### src/rtl/scale_pkg.sv
// Shared types and constants for the scale sequencer and its address pipeline.
package scale_pkg;

  typedef enum logic [1:0] {
    MODE_1X   = 2'b00,
    MODE_RSVD = 2'b01,
    MODE_WIDE = 2'b10,
    MODE_2X   = 2'b11
  } scale_mode_t;

  localparam int FB_WIDTH  = 240;
  localparam int FB_HEIGHT = 320;
  localparam int FB_ADDR_W = 17;

  // Mode rotation used by the cycle button: 1x -> wide -> 2x -> 1x.
  function automatic scale_mode_t next_mode(input scale_mode_t cur);
    case (cur)
      MODE_1X:   next_mode = MODE_WIDE;
      MODE_WIDE: next_mode = MODE_2X;
      default:   next_mode = MODE_1X;
    endcase
  endfunction

endpackage

### src/rtl/scale_addr_pipe.sv
// Two-stage frame-buffer address pipeline: stage 1 scales the pixel position
// and flags in-region pixels, stage 2 forms sv*FB_WIDTH + sh.
module scale_addr_pipe
  import scale_pkg::*;
(
  input  logic                 clk_in,
  input  logic                 rst_n_in,
  input  scale_mode_t          mode_in,
  input  logic [10:0]          hcount_in,
  input  logic [9:0]           vcount_in,
  output logic [FB_ADDR_W-1:0] addr_out,
  output logic                 addr_valid_out
);

  logic [7:0]           sh_reg, sh_next;
  logic [8:0]           sv_reg, sv_next;
  logic                 in_reg, in_next;
  logic [FB_ADDR_W-1:0] addr_reg, addr_next;
  logic                 valid_reg;

  // Scale position by the active mode; out-of-region pixels carry zeros.
  always_comb begin
    sh_next = '0;
    sv_next = '0;
    in_next = 1'b0;
    case (mode_in)
      MODE_1X: begin
        in_next = (hcount_in < 11'd240) && (vcount_in < 10'd320);
        sh_next = hcount_in[7:0];
        sv_next = vcount_in[8:0];
      end
      MODE_WIDE: begin
        in_next = (hcount_in < 11'd960) && (vcount_in < 10'd640);
        sh_next = hcount_in[9:2];
        sv_next = vcount_in[9:1];
      end
      MODE_2X: begin
        in_next = (hcount_in < 11'd480) && (vcount_in < 10'd640);
        sh_next = hcount_in[8:1];
        sv_next = vcount_in[9:1];
      end
      default: in_next = 1'b0;
    endcase
    if (!in_next) begin
      sh_next = '0;
      sv_next = '0;
    end
  end

  // Linear address from the stage-1 registers, forced to zero when invalid.
  always_comb begin
    addr_next = '0;
    if (in_reg) begin
      addr_next = FB_ADDR_W'(sv_reg) * FB_ADDR_W'(FB_WIDTH) + FB_ADDR_W'(sh_reg);
    end
  end

  // Both pipeline stages, cleared together on reset.
  always_ff @(posedge clk_in) begin
    if (!rst_n_in) begin
      sh_reg    <= '0;
      sv_reg    <= '0;
      in_reg    <= 1'b0;
      addr_reg  <= '0;
      valid_reg <= 1'b0;
    end else begin
      sh_reg    <= sh_next;
      sv_reg    <= sv_next;
      in_reg    <= in_next;
      addr_reg  <= addr_next;
      valid_reg <= in_reg;
    end
  end

  assign addr_out       = addr_reg;
  assign addr_valid_out = valid_reg;

endmodule

### src/rtl/scale_sequencer.sv
// Scale-mode sequencer: accepts mode requests, defers them to the next frame
// start, and drives the frame-buffer address pipeline with the active mode.
// Optional feature: define SCALE_SEQ_CYCLE_EN to let cycle_in rotate modes.
module scale_sequencer
  import scale_pkg::*;
(
  input  logic                 clk_in,
  input  logic                 rst_n_in,
  input  logic [10:0]          hcount_in,
  input  logic [9:0]           vcount_in,
  input  logic                 new_frame_in,
  input  logic                 req_valid_in,
  input  logic [1:0]           req_mode_in,
  output logic                 req_ready_out,
  input  logic                 cycle_in,
  output logic [1:0]           mode_out,
  output logic                 mode_changed_out,
  output logic                 req_err_out,
  output logic [FB_ADDR_W-1:0] addr_out,
  output logic                 addr_valid_out
);

  typedef enum logic [1:0] {
    ST_IDLE    = 2'b00,
    ST_PENDING = 2'b01,
    ST_APPLY   = 2'b10
  } state_t;

  state_t      state_reg, state_next;
  scale_mode_t pending_reg, pending_next;
  scale_mode_t mode_reg, mode_next;
  logic        changed_reg, changed_next;
  logic        err_reg, err_next;
  logic        cycle_req;

`ifdef SCALE_SEQ_CYCLE_EN
  assign cycle_req = cycle_in;
`else
  // Port kept for a stable pinout; the button has no effect in this build.
  logic unused_cycle;
  assign unused_cycle = cycle_in;
  assign cycle_req    = 1'b0;
`endif

  // Next-state and output decode; explicit requests take priority over cycle.
  always_comb begin
    state_next    = state_reg;
    pending_next  = pending_reg;
    mode_next     = mode_reg;
    changed_next  = 1'b0;
    err_next      = 1'b0;
    req_ready_out = (state_reg == ST_IDLE);
    case (state_reg)
      ST_IDLE: begin
        if (req_valid_in) begin
          if (req_mode_in == MODE_RSVD) begin
            err_next = 1'b1;
          end else begin
            pending_next = scale_mode_t'(req_mode_in);
            state_next   = ST_PENDING;
          end
        end else if (cycle_req) begin
          pending_next = next_mode(mode_reg);
          state_next   = ST_PENDING;
        end
      end
      ST_PENDING: begin
        if (new_frame_in) state_next = ST_APPLY;
      end
      ST_APPLY: begin
        mode_next    = pending_reg;
        changed_next = 1'b1;
        state_next   = ST_IDLE;
      end
      default: state_next = ST_IDLE;
    endcase
  end

  // State, pending mode, active mode and status pulses.
  always_ff @(posedge clk_in) begin
    if (!rst_n_in) begin
      state_reg   <= ST_IDLE;
      pending_reg <= MODE_1X;
      mode_reg    <= MODE_1X;
      changed_reg <= 1'b0;
      err_reg     <= 1'b0;
    end else begin
      state_reg   <= state_next;
      pending_reg <= pending_next;
      mode_reg    <= mode_next;
      changed_reg <= changed_next;
      err_reg     <= err_next;
    end
  end

  assign mode_out         = mode_reg;
  assign mode_changed_out = changed_reg;
  assign req_err_out      = err_reg;

  scale_addr_pipe u_addr_pipe (
    .clk_in         (clk_in),
    .rst_n_in       (rst_n_in),
    .mode_in        (mode_reg),
    .hcount_in      (hcount_in),
    .vcount_in      (vcount_in),
    .addr_out       (addr_out),
    .addr_valid_out (addr_valid_out)
  );

endmodule

### config.mk
export PLATFORM = sky130hd
export DESIGN_NAME = scale_sequencer
export DESIGN_NICKNAME = d
export VERILOG_FILES = /design/src/rtl/scale_pkg.sv /design/src/rtl/scale_addr_pipe.sv /design/src/rtl/scale_sequencer.sv
export SDC_FILE = /design/constraint.sdc
export NUM_CORES = 1
export LEC_CHECK = 0
export ABC_AREA = 1
export ABC_CLOCK_PERIOD_IN_PS = 5800
export CORE_UTILIZATION = 57
export CTS_CLUSTER_SIZE = 24
export DETAILED_ROUTE_END_ITERATION = 12
export PLACE_DENSITY = 0.92
export RECOVER_POWER = 50
export SLEW_MARGIN = 20
export SYNTH_ARGS = -nofsm -noshare
export SYNTH_HDL_FRONTEND = slang
export SYNTH_SLANG_ARGS = --single-unit
### constraint.sdc
create_clock -name clk_in -period 5.8 [get_ports clk_in]
set_input_delay 0.87 -clock clk_in [delete_from_list [all_inputs] [get_ports clk_in]]
set_output_delay 0.87 -clock clk_in [all_outputs]
set_load 0.01 [all_outputs]
# Yosys cells after proc, flatten, opt, wreduce, memory -nomap -nowiden
# Index checks and enable logic that the tools add are counted.
dict set report word_totals {
  reg_bits 44
  out_inout_bits 23
  in_bits 28
}
dict set report classes {
  n_eq_ne 8
  n_mux 9
  n_addsub 1
  multipliers 1
  magnitude_cmp 5
  bitwise_logic 1
  n_reduce_logical 11
}
# op count
set ops {}
lappend ops {{$pmux W8 S3} 1}
lappend ops {{$pmux W9 S2} 1}
lappend ops {{$add A17 B8 Y17} 1}
lappend ops {{$mul A9 B4 Y13 const B} 1}
lappend ops {{$lt A11 B10 Y1 const B} 1}
lappend ops {{$lt A11 B8 Y1 const B} 1}
lappend ops {{$lt A11 B9 Y1 const B} 1}
lappend ops {{$lt A10 B10 Y1 const B} 1}
lappend ops {{$lt A10 B9 Y1 const B} 1}
lappend ops {{$reduce_and A3 Y1} 3}
lappend ops {{$eq A2 B2 Y1 const B} 3}
lappend ops {{$mux W2} 3}
lappend ops {{$ne A2 B2 Y1 const B} 3}
lappend ops {{$eq A2 B1 Y1 const B} 2}
lappend ops {{$logic_not A2 Y1} 2}
lappend ops {{$pmux W2 S2} 1}
lappend ops {{$reduce_and A2 Y1} 2}
lappend ops {{$logic_and A1 B1 Y1} 3}
lappend ops {{$pmux W1 S3} 1}
lappend ops {{$mux W1} 2}
lappend ops {{$reduce_or A2 Y1} 1}
lappend ops {{$not A1 Y1} 1}

# Depth between registers and ports, before layout
# Gate-level depths: netlist (run 1).
dict set report depth {
  depth_word 4
  depth_mapped 19
  mapped_depth_nobuf 19
}

# Cells and area by module
# From an unflattened synthesis (run 1), not the netlist that was laid out.
dict set report hier_totals {
  cells_unflattened 379
  hier_area_um2 2822.7
}
# module instances area_per_inst_um2 cells_each
set modules_own_cells {}
lappend modules_own_cells {scale_addr_pipe 1 2524.9 341}
lappend modules_own_cells {scale_sequencer 1 297.8 38}

# Worst setup path after synthesis (run 1)
# Ideal clock, no wire load.
dict set report synth_timing {
  path_type {reg2reg}
  from {register u_addr_pipe.sv_reg[0]}
  to {register u_addr_pipe.addr_reg[14], in the netlist u_addr_pipe.addr_out[14]}
  synth_period_minus_slack_ns 3.200
  arrival_time_ns 3.088
  n_path_buf 0
  stages_incl_launch_ff 20
  path_slack_ns 2.600
  required_time_ns 5.687
  cell_sequence {dfxtp_1 fa_1 inv_1 fa_1 fa_1 inv_1 ha_1 nand2_1 nor2_1 nor2_1 nor2_2 inv_2 nor2_2 nand2_2 nor2_4 nand2_2 nor2_2 nand2_1 nand2_1 nor2_1}
}
dict set report synth_between {
  elab_chain_len 2
}
# element line
set synth_rtl {}
lappend synth_rtl {{start: declaration} scale_addr_pipe.sv:16} ;# logic [8:0] sv_reg, sv_next;
lappend synth_rtl {{start signal: assignment} scale_addr_pipe.sv:68} ;# sv_reg <= sv_next;
lappend synth_rtl {{$mul A9 B4 Y13} scale_addr_pipe.sv:54} ;# addr_next = FB_ADDR_W'(sv_reg) * FB_ADDR_W'(FB_WIDTH) + FB_ADDR_W'(sh_reg);
lappend synth_rtl {{$add A17 B8 Y17} scale_addr_pipe.sv:54}
lappend synth_rtl {{end signal: assignment} scale_addr_pipe.sv:70} ;# addr_reg <= addr_next;
lappend synth_rtl {{end: declaration} scale_addr_pipe.sv:18} ;# logic [FB_ADDR_W-1:0] addr_reg, addr_next;
# Every way passes these cells.
# A chain may end at the register's enable or synchronous reset.

# Worst setup path in the final report (run 1)
dict set report layout_timing {
  from {register u_addr_pipe.sv_reg[0]}
  to {register u_addr_pipe.addr_reg[16], in the netlist u_addr_pipe.addr_out[16]}
}
# The elaborated chain is that of the path after synthesis.

==> results of run 1 <==
==> how the worst max path moves through the flow <==
stage,slack [ns],startpoint,cells after the start,endpoint
global placement,2.47,u_addr_pipe.sv_reg[0],17,u_addr_pipe.addr_out[16]
CTS,2.36,u_addr_pipe.sv_reg[0],19,u_addr_pipe.addr_out[14]
floorplan,2.60,u_addr_pipe.sv_reg[0],19,u_addr_pipe.addr_out[14]
detailed placement,2.38,u_addr_pipe.sv_reg[0],17,u_addr_pipe.addr_out[16]
global route,2.14,u_addr_pipe.sv_reg[0],19,u_addr_pipe.addr_out[14]
finish,2.36,u_addr_pipe.sv_reg[0],17,u_addr_pipe.addr_out[16]
==> logic make-up after synthesis <==
logic type / synth area share
fa+ha+maj: 0.204
flops: 0.315
xor+xnor: 0.00626
buf+inv: 0.110
compound gates: 0.103
simple gates: 0.262
==> metal layers <==
metal  vias to the layer above  global-route usage
met1                      1150               0.291
met2                        62               0.437
met5                         -                   0
li1                       1301                   -
met3                         9              0.0528
met4                         0               0.102
==> worst max-delay path, cell delays in order (launching register included) <==
cell and delay, ns:
dfxtp_1 0.36, fa_1 0.56, inv_1 0.06, fa_1 0.47, fa_1 0.50, inv_1 0.05
ha_1 0.33, nand2_1 0.06, nor2_1 0.09, nor2_1 0.07, nor2_2 0.14, nand3_1 0.09
nor2_1 0.15, nand3_1 0.10, nor2_1 0.13, nand3_1 0.08, nand2_1 0.06, nor2_1 0.04
==> cell usage in the layout (no fill, tap or decap), types with 9 or more instances in the layout <==
cell type and count:
a22oi_1 9, clkdlybuf4s50_1 29, dfxtp_1 44, inv_1 74, dlygate4sd3_1 20, nand2_1 85, nor2_1 44, fa_1 16
nand3_1 16, a21oi_1 16, ha_1 20
==> area by class of cell <==
type	instances	area, sq um	area share
well taps	67	83.8	0.0241
multi-input cells	256	1610	0.463
inverters	78	293	0.0843
clock buffers	5	68.8	0.0198
repair buffers	49	490	0.141
clock inverters	3	47.5	0.0137
flip-flops and latches	44	881	0.254
==> stage by stage <==
step	setup WS, ns	utilization	instance area [sq um]	total power, mW	hold slack, ns
3_3_place_gp	2.47	0.711	3360	0.374	0.395
5_1_grt	2.14	0.735	3470	0.640	0.442
4_1_cts	2.36	0.735	3470	0.617	0.419
3_5_place_dp	2.38	0.711	3360	0.376	0.407
2_1_floorplan	2.60	-	2800	0.346	0.394
6_report	2.36	0.735	3470	0.612	0.416
==> power by group <==
part | switching, mW | internal (mW) | leakage [nW]
combinational | 0.0316 | 0.0304 | 1.25
clock | 0.112 | 0.130 | 0.0583
sequential | 0.00285 | 0.305 | 0.355
==> impl_metrics.env, run 1 <==
export IMPL_setup_viol=0
export IMPL_ir_worst_vdd_uv=123
export IMPL_min_from="u_addr_pipe.sh_reg[2]"
export IMPL_netlist_area_sq_um=2800
export IMPL_critPathKind="reg -> reg"
export IMPL_clock_sinks=44
export IMPL_avgSynthCellArea_sq_um=7.33
export IMPL_post_cts_resized=0
export IMPL_num_io_pins=51
export IMPL_routed_via_count=2522
export IMPL_die_h_um=72.1
export IMPL_synth_top_cell_by_area="dfxtp_1"
export IMPL_synth_most_common_cell="nand2_1"
export IMPL_n_fill_cell=366
export IMPL_viasPerCell=5.02
export IMPL_dr_pass1_iters=4
export IMPL_reg2reg_slack_ns=2.36
export IMPL_wl_met1_um=2510
export IMPL_route_met2_wl_um=2980
export IMPL_drc_errors=0
export IMPL_status="complete, no violations"
export IMPL_regToRegStartpoint="u_addr_pipe.sv_reg[0]"
export IMPL_synth_top_area_frac=0.315
export IMPL_ys_seq_area_frac=0.315
export IMPL_crit_path_start_kind="flip-flop"
export IMPL_tightest_slew_ns=0.667
export IMPL_fp_coreArea_sq_um=4720
export IMPL_synth_seq_cells=44
export IMPL_numCtsBuffers=5
export IMPL_cts_tree="done"
export IMPL_final_setup_skew_ns=0.00440
export IMPL_crit_fanout=4
export IMPL_drt_total_wl_um=5790
export IMPL_start_util=0.593
export IMPL_power_density_nw_per_um2=176
export IMPL_rsz0062_at_grt="false"
export IMPL_finalSetupTns_ns=0
export IMPL_hold_depth=2
export IMPL_hpwl_um=4370
export IMPL_die_width_um=72.1
export IMPL_ctsHtreeMaxLevel=2
export IMPL_die_area_sq_um=5190
export IMPL_cts_buffer_depth=2
export IMPL_synth_edf_count=0
export IMPL_r2r_cells=17
export IMPL_overflow=0
export IMPL_grt_total_usage=0.248
export IMPL_ys_flop_type="dfxtp_1"
export IMPL_syn_to_final_growth_pct=24.1
export IMPL_hold_end="u_addr_pipe.addr_out[2]"
export IMPL_first_iter_violations=100
export IMPL_clock_latency_ns=0.30
export IMPL_ctsHoldBuffers=0
export IMPL_wl_per_cell_um=11.5
export IMPL_dp_cells=494
export IMPL_diodes=0
export IMPL_largest_reg_flops=17
export IMPL_finalCritPeriodShare=0.592
export IMPL_end_kind="flip-flop"
export IMPL_root_buffer="clkbuf_8"
export IMPL_antenna_found_initial=0
export IMPL_cp_data_required_time_ns=6.00
export IMPL_numPortBuffers=49
export IMPL_fin_crit_ns=3.44
export IMPL_drv_cap=0
export IMPL_dr_max_layer_used="met4"
export IMPL_ys_types=29
export IMPL_r2r_end="u_addr_pipe.addr_out[16]"
export IMPL_syn_num_nets=446
export IMPL_synthCells=382
export IMPL_slew_viol_final=0
export IMPL_finalNetCount=498
export IMPL_drive_gt1_frac=0.0621
export IMPL_synth_async_reset_ratio=0
export IMPL_max_slew_margin=0.555
export IMPL_grt_max_degree=19
export IMPL_yosys_warnings=0
export IMPL_final_antenna_net_count=0
export IMPL_power_leakage_nw=1.67
export IMPL_grt_first_pass_wirelength_um=10000
export IMPL_rows=25
export IMPL_hold_class="reg -> reg"
export IMPL_fmax_mhz=291
export IMPL_final_cells=502
export IMPL_clk_pin_slew_ns=0.09
export IMPL_ys_top_cells_by_count="nand2_1 (85), inv_1 (74), dfxtp_1 (44), nor2_1 (44), ha_1 (20)"
export IMPL_route_met3_wl_um=190
export IMPL_arrival_ns=3.64
export IMPL_gp_congestion=0.868
export IMPL_postCtsSetupBuffers=0
export IMPL_synth_top_cells_by_area="dfxtp_1 (31%), fa_1 (11%), nand2_1 (11%)"
export IMPL_first_global_vias=2402
export IMPL_hold_viol_final=0
Power figures use the tool's default switching activity.
==> inputs of run 2 (changes only) <==
- ABC_CLOCK_PERIOD_IN_PS: 5800 -> 3050
- CORE_UTILIZATION: 57 -> 48
- PLACE_DENSITY: 0.92 -> 0.83
- clock period: 5.8 -> 3.05 ns (I/O delays scaled with it)
==> impl_metrics.env, run 2 (synthesis gave the netlist of run 1 again) <==
export IMPL_status="complete, but fails checks"
export IMPL_violations="negative setup slack"
export IMPL_die_h_um=78.4
export IMPL_numPortBuffers=49
export IMPL_final_setup_skew_ns=0.0106
export IMPL_end_kind="flip-flop"
export IMPL_ctsHtreeMaxLevel=2
export IMPL_power_density_nw_per_um2=319
export IMPL_hold_depth=2
export IMPL_layout_commonest_cell="nand2_1"
export IMPL_crit_fanout=3
export IMPL_hold_class="reg -> reg"
export IMPL_drive_gt1_frac=0.137
export IMPL_setup_slack_ns=-0.217
export IMPL_rows=27
export IMPL_viasPerCell=4.93
export IMPL_die_width_um=78.4
export IMPL_critPathKind="reg -> reg"
export IMPL_root_buffer="clkbuf_8"
export IMPL_clock_sinks=44
export IMPL_grt_max_degree=19
export IMPL_arrival_ns=3.47
export IMPL_layout_common_cells="nand2_1 (79), inv_1 (73), dfxtp_1 (43), nor2_1 (40), clkdlybuf4s50_1 (31)"
export IMPL_crit_path_start_kind="flip-flop"
export IMPL_dp_slack_ns=-0.299
export IMPL_first_iter_violations=155
export IMPL_r2r_cells=17
export IMPL_hold_viol_final=0
export IMPL_die_area_sq_um=6140
export IMPL_hpwl_um=4440
export IMPL_drc_errors=0
export IMPL_clk_pin_slew_ns=0.09
export IMPL_regToRegStartpoint="u_addr_pipe.sv_reg[2]"
export IMPL_cts_tree="done"
export IMPL_grt_total_usage=0.196
export IMPL_hold_end="u_addr_pipe.addr_out[1]"
export IMPL_fin_util=0.664
export IMPL_dr_pass1_iters=5
export IMPL_antenna_found_initial=0
export IMPL_gp_congestion=0.805
export IMPL_fmax_mhz=306
export IMPL_finalNetCount=514
export IMPL_syn_to_final_growth_pct=32.3
export IMPL_power_leakage_nw=1.76
export IMPL_ir_worst_vdd_uv=211
export IMPL_min_from="u_addr_pipe.sh_reg[1]"
export IMPL_ctsHoldBuffers=0
export IMPL_max_slew_margin=0.569
export IMPL_first_global_vias=2308
export IMPL_start_util=0.502
export IMPL_final_antenna_net_count=0
export IMPL_drt_total_wl_um=5900
export IMPL_cp_data_required_time_ns=3.25
export IMPL_fp_coreArea_sq_um=5570
export IMPL_drv_cap=0
export IMPL_numCtsBuffers=5
export IMPL_rsz0062_at_grt="true"
export IMPL_fin_crit_ns=3.27
export IMPL_grt_first_pass_wirelength_um=9560
export IMPL_largest_reg_flops=17
export IMPL_clock_latency_ns=0.30
export IMPL_reg2reg_slack_ns=-0.22
export IMPL_num_io_pins=51
export IMPL_wl_per_cell_um=11.3
export IMPL_tightest_slew_ns=0.645
export IMPL_finalCritPeriodShare=1.07
export IMPL_diodes=0
export IMPL_routed_via_count=2580
export IMPL_setup_viol=5
export IMPL_overflow=0
export IMPL_r2r_end="u_addr_pipe.addr_out[16]"
export IMPL_slew_viol_final=0
export IMPL_cts_buffer_depth=2
==> run 2: changes by cell type in the layout (fill, tap and decap cells not counted), moves of 2 or more <==
cell,before,now
a21oi_2,0,2
buf_4,0,16
ha_4,0,2
nand2_2,5,10
dlygate4sd3_1,20,18
a21oi_1,16,13
clkdlybuf4s50_1,29,31
ha_1,20,17
nor2_4,2,5
nand2_1,85,79
nor2_1,44,40
==> run 2: report_power, final <==
group | internal [mW] | switching, mW | leakage (nW)
sequential | 0.581 | 0.00529 | 0.356
combinational | 0.0627 | 0.0622 | 1.34
clock | 0.268 | 0.202 | 0.0614
==> run 2: per-stage QoR <==
stage                     total power, mW  TNS, ns  instance area [sq um]  hold slack [ns]  std cells
after CTS                            1.19   -0.802                   3660            0.413        522
final                                1.18   -0.597                   3700            0.411        523
after global routing                 1.22    -1.88                   3700            0.443        523
after global placement              0.715   -0.773                   3460            0.395        510
after detailed placement            0.719    -1.19                   3460            0.401        510
after floorplan                     0.659   -0.251                   2810            0.394        382
==> run 2: metal layers <==
metal	vias up	global-route usage	wire length [um]
li1	1327	-	-
met5	-	0	0
met3	15	0.0465	255
met1	1167	0.228	2540
met4	0	0.0778	124
met2	71	0.346	2980
==> run 2: worst max path at each step <==
stage                                startpoint                       end  slack, ns
after floorplan           u_addr_pipe.sv_reg[2]  u_addr_pipe.addr_out[14]      -0.13
after global placement    u_addr_pipe.sv_reg[2]  u_addr_pipe.addr_out[16]      -0.24
after detailed placement  u_addr_pipe.sv_reg[2]  u_addr_pipe.addr_out[16]      -0.30
after CTS                 u_addr_pipe.sv_reg[2]  u_addr_pipe.addr_out[14]      -0.22
after global routing      u_addr_pipe.sv_reg[2]  u_addr_pipe.addr_out[16]      -0.45
final                     u_addr_pipe.sv_reg[2]  u_addr_pipe.addr_out[16]      -0.22
==> run 2: final cells by class <==
class / instances / area [sq um]
clock buffers: 6 / 82.6
clock inverters: 2 / 38.8
fillers: 458 / 1870
inverters: 78 / 293
multi-input cells: 256 / 1710
flip-flops and latches: 44 / 882
well taps: 72 / 90.1
repair buffers: 65 / 611
==> run 2: repair_timing <==
item / 4_1_cts / 5_1_grt
pin swaps: 6 / 8
setup endpoints to repair: 6 / 8
setup buffers: 4 / 3
resized for setup: 11 / 12
==> run 2: worst max-delay path: stages (launching register included) <==
cell	delay, ns
dfxtp_2	0.33
fa_1	0.55
inv_1	0.06
fa_1	0.47
fa_1	0.51
inv_2	0.05
ha_4	0.27
nand2_2	0.04
nor2_2	0.09
nor2_2	0.05
nor2_2	0.13
nand3_1	0.10
nor2_2	0.13
nand3_1	0.10
nor2_2	0.10
nand3_1	0.07
nand2_1	0.06
nor2_1	0.04
